File: config.mk
export PLATFORM = sky130hd
export DESIGN_NAME = fetch_issue_queue
export DESIGN_NICKNAME = d
export VERILOG_FILES = /design/src/rtl/fetch_issue_queue.sv
export SDC_FILE = /design/constraint.sdc
export NUM_CORES = 1
export LEC_CHECK = 0
export ABC_CLOCK_PERIOD_IN_PS = 5400
export CAP_MARGIN = 20
export CORE_MARGIN = 5
export CORE_UTILIZATION = 36
export CTS_CLUSTER_SIZE = 14
export DETAILED_ROUTE_END_ITERATION = 16
export RECOVER_POWER = 50
export SLEW_MARGIN = 20
export SYNTH_ARGS = -nofsm -noshare
export SYNTH_HDL_FRONTEND = slang
export SYNTH_SLANG_ARGS = --single-unit
File: constraint.sdc
create_clock -name clk -period 5.4 [get_ports clk]
set_input_delay 1.08 -clock clk [delete_from_list [all_inputs] [get_ports clk]]
set_output_delay 1.08 -clock clk [all_outputs]
set_load 0.03 [all_outputs]
File: src/rtl/fetch_issue_queue.sv
// rtl/fetch_issue_queue.sv - two-in/two-out circular instruction queue between fetch and decode
module fetch_issue_queue #(
  parameter int ENTRY_W = 66,
  parameter int DEPTH   = 8,
  parameter int CNT_W   = 4
) (
  input  logic               clk,
  input  logic               reset,
  input  logic               flush,
  input  logic               fetch_valid,
  input  logic [ENTRY_W-1:0] buffIn_D1,
  input  logic [ENTRY_W-1:0] buffIn_D2,
  input  logic               dec_ready_1,
  input  logic               dec_ready_2,
  output logic               stall_F,
  output logic               out_valid_1,
  output logic               out_valid_2,
  output logic [ENTRY_W-1:0] out_D1,
  output logic [ENTRY_W-1:0] out_D2,
  output logic [CNT_W-1:0]   occupancy
);

  localparam int PTR_W = $clog2(DEPTH);

  logic [ENTRY_W-1:0] mem [DEPTH];
  logic [PTR_W-1:0]   head, tail, head_nx, tail_nx;
  logic [CNT_W-1:0]   count;
  logic               push_en, slot1_taken, pop1, pop2;
  logic [1:0]         push_cnt, pop_cnt;

  // Stall looks only at registered count so dec_ready never reaches fetch combinationally.
  assign stall_F     = (count > CNT_W'(DEPTH - 2));
  assign push_en     = fetch_valid & ~stall_F & ~flush;
  assign slot1_taken = buffIn_D1[ENTRY_W-1] & buffIn_D1[ENTRY_W-2];
  assign push_cnt    = !push_en ? 2'd0 : (slot1_taken ? 2'd1 : 2'd2);

  assign head_nx = head + PTR_W'(1);
  assign tail_nx = tail + PTR_W'(1);

  assign out_valid_1 = (count >= CNT_W'(1));
  assign out_valid_2 = (count >= CNT_W'(2));
  assign out_D1      = out_valid_1 ? mem[head]    : '0;
  assign out_D2      = out_valid_2 ? mem[head_nx] : '0;
  assign occupancy   = count;

  assign pop1    = out_valid_1 & dec_ready_1;
  assign pop2    = pop1 & out_valid_2 & dec_ready_2;
  assign pop_cnt = {1'b0, pop1} + {1'b0, pop2};

  always_ff @(posedge clk) begin
    if (!reset) begin
      head  <= '0;
      tail  <= '0;
      count <= '0;
    end else if (flush) begin
      head  <= '0;
      tail  <= '0;
      count <= '0;
    end else begin
      head  <= head + PTR_W'(pop_cnt);
      tail  <= tail + PTR_W'(push_cnt);
      count <= count + CNT_W'(push_cnt) - CNT_W'(pop_cnt);
    end
  end

  // Storage needs no reset; visibility is governed by count.
  always_ff @(posedge clk) begin
    if (push_en) begin
      mem[tail] <= buffIn_D1;
      if (push_cnt == 2'd2) mem[tail_nx] <= buffIn_D2;
    end
  end

endmodule

==> flow_summary_export.csv <==
group,metric,value,unit
die,dieHeight,307,um
timing,tightest_slew,2900,ps
status,status,"finished with violations",
power,p_per_area,397,mW/mm^2
die,core,0.0881,mm^2
power,p_sw_frac,0.370,
power,p_seq_frac,0.318,
power,p_sw,5.62,mW
detailed_routing,ant_nets,0,
clocking,cts_root_buf,"clkbuf_16",
logic_synthesis,synth_top_cell_area_share,0.498,
logic_synthesis,synth_top_area_cell,"edfxtp_1",
detailed_routing,wl_per_cell,28.5,um
die,fp.dieW,307,um
grt,grt-ovfl-total,0,
logic_synthesis,synth.area.top_cells,"edfxtp_1, mux2_2, mux2i_1",
grt,grt_usage,0.220,
timing,rsz0062_at_grt,"false",
critical_path,worstSetupPathType,"input port to register",
placement,placed_cells,3670,
detailed_routing,drt_iter0_markers,1767,
critical_path,endpoint_kind,"register",
logic_synthesis,ys_ff_latch,538,
detailed_routing,post_drt_via_cell_ratio,5.90,
timing,fin_crit_sh,0.966,
final_layout,drive_above_1_share,0.321,
grt,grt_pass1_wl,157000,um
critical_path,start_kind,"input port",
min_path,hold_class,"register to register",
critical_path,critPathRequiredTime,5730,ps
power,power_frac_clock,0.284,
detailed_routing,dr.pass1.iters,5,
grt,grt_max_degree,120,
logic_synthesis,yosysUniqueCellTypes,42,
critical_path,cpMaxStageDelayCell,"clkbuf_2",
detailed_routing,drc_errors,0,
placement,gp_congestion,0.786,
die,pin_count,277,
die,row_count,109,
power,internal_power,9.59,mW
status,violations,"max-capacitance violations, max-slew violations",
clocking,h-tree-depth,3,
critical_path,cp_max_fo,64,
timing,max_slew_margin,-0.935,
final_layout,layout.nets,2728,
timing,clock_skew,25.5,ps
die,die_area,0.0946,mm^2
die,start_util,0.362,
power,finalPower,15.2,mW
clocking,cts.reportedPaths.clkPinSlew,50,ps
power,p_leak,12.0,nW
timing,timing.fmax,192,MHz
logic_synthesis,syn_area,0.0319,mm^2
timing,setup_viol_count_final,0,
clocking,cts_made_buffers,66,
power,combPwrFrac,0.399,
detailed_routing,num_vias,22400,
critical_path,path_cells,"dlygate4sd3_1 > and2b_1 > nor3b_1 > nand3_4 > clkbuf_2 > mux2_1",
power,ir_worst_vdd,0.000682,V
clocking,cts_sinks,538,
final_layout,final_cell_mix,"mux2_2, edfxtp_1, mux2i_1",
grt,grt_pass1_vias,23800,
grt,grt_antenna_before_repair,12,
timing,drv_slew,508,
timing,period_needed,5210,ps
clocking,clk_latency,610,ps
logic_synthesis,syn_area_per_cell,13.7,um^2
logic_synthesis,yosys_warnings,0,
critical_path,max_stage_delay,1400,ps
critical_path,arrival,5550,ps
final_layout,syn_to_final_growth,20.3,%
final_layout,layout_commonest_cell,"mux2_2",
logic_synthesis,ys_seq_area_frac,0.504,
logic_synthesis,syn_inst,2332,
placement,hpwl,63100,um
clocking,cts_tree,"yes",
final_layout,instances_no_fill,3793,
flow_run,maxCapViolations,12,
placement,portBuffers,276,
logic_synthesis,synth_nets,2486,
timing,hold_viol_final,0,
detailed_routing,wl,108000,um
clocking,cts_max_path_buffers,3,
## stage by stage
| stage | worst slack (ps) | hold WS, ps | TNS, ps | area, um^2 | util |
|---|---|---|---|---|---|
| after floorplan | -355 | 592 | -93750 | 31900 | - |
| after global placement | 796 | 693 | 0 | 36400 | 0.413 |
| after detailed placement | 643 | 706 | 0 | 36400 | 0.413 |
| after CTS | 61.7 | 712 | 0 | 38500 | 0.437 |
| after global routing | 33.7 | 771 | 0 | 38300 | 0.435 |
| final | 186 | 729 | 0 | 38300 | 0.435 |
## timing repair
| item | 4_1_cts | 5_1_grt |
|---|---|---|
| endpoints found under the setup margin | 1 | 2 |
| pin swaps | 0 | 1 |
| hold endpoints to repair | 0 | 0 |
| setup buffers | 0 | 1 |
| hold buffers | 0 | 0 |
| gates resized for setup | 1 | 0 |
## critical path, delay by kind of cell
kind,cells,cell delay (ps)
and+or+nand+nor,3,1570
muxes,1,860
buffers and inverters,2,1960
## worst paths after layout
path	start	end	slack, ps	cells past startpoint
worst max-delay path	flush	mem[7][15]$_DFFE_PP_	190	6
worst min-delay path	tail[2]$_SDFF_PP0_	tail[2]$_SDFF_PP0_	730	2
worst max register to register	tail[0]$_SDFF_PP0_	mem[7][15]$_DFFE_PP_	360	6
worst min register to register	tail[2]$_SDFF_PP0_	tail[2]$_SDFF_PP0_	730	2
## routing by layer
layer,track usage,up-vias,wire length (um)
met5,0,-,60
met4,0.0655,10,2760
met3,0.0446,194,7020
met2,0.371,784,52500
met1,0.290,11500,45800
li1,-,9864,-
## flip-flops by register name, indices dropped and copies added, names as in the netlist
register,flops
mem,528
occupancy,4
tail,3
head,3
## final cells by class
class | instances | area (um^2)
Tap cell | 1165 | 1460
Inverter | 13 | 48.8
Sequential cell | 538 | 16100
Fill cell | 7969 | 49800
Multi-Input combinational cell | 1581 | 15000
Timing Repair Buffer | 374 | 3720
Clock buffer | 75 | 1690
Clock inverter | 38 | 365
Antenna cell | 9 | 22.5
## cells in the mapped netlist (all sizes together)
| master | number |
|---|---|
| o22ai | 66 |
| xor2 | 3 |
| o21ai | 2 |
| buf | 108 |
| nor3 | 3 |
| inv | 13 |
| a221oi | 66 |
| ha | 12 |
| mux2i | 331 |
| nor2 | 17 |
| fa | 4 |
| and3 | 10 |
| dfxtp | 10 |
| and2 | 9 |
| a21oi | 7 |
| a2111oi | 66 |
| nand3 | 28 |
| a31oi | 4 |
| clkbuf | 92 |
| nand2 | 73 |
| mux2 | 644 |
| a22oi | 66 |
| nand2b | 3 |
| a22o | 16 |
| xnor2 | 5 |
| nand3b | 5 |
| nand4 | 1 |
| edfxtp | 528 |
| a21o | 1 |
| and2b | 1 |
| nor3b | 3 |
| nor2b | 69 |
| a211oi | 66 |
## power by group through the flow
| stage | Clock [mW] | Sequential [mW] | Combinational, mW |
|---|---|---|---|
| floorplan | 0 | 4.91 | 3.29 |
| CTS | 4.40 | 4.82 | 6.09 |
| global placement | 0 | 4.90 | 6.02 |
| detailed placement | 0 | 4.91 | 6.05 |
| global route | 4.57 | 4.84 | 6.36 |
| finish | 4.31 | 4.83 | 6.07 |
## cells by family after synthesis
logic type                 after synthesis  synth area share
AOI/OAI and AO/OA                      360            0.0874
DFF                                    538             0.504
xor gates and xnor gates                 8           0.00220
and+or+nand+nor                        222            0.0372
adders and majority gates               16           0.00723
muxes                                  975             0.332
buffers and inverters                  213            0.0300
Power figures use the tool's default switching activity.
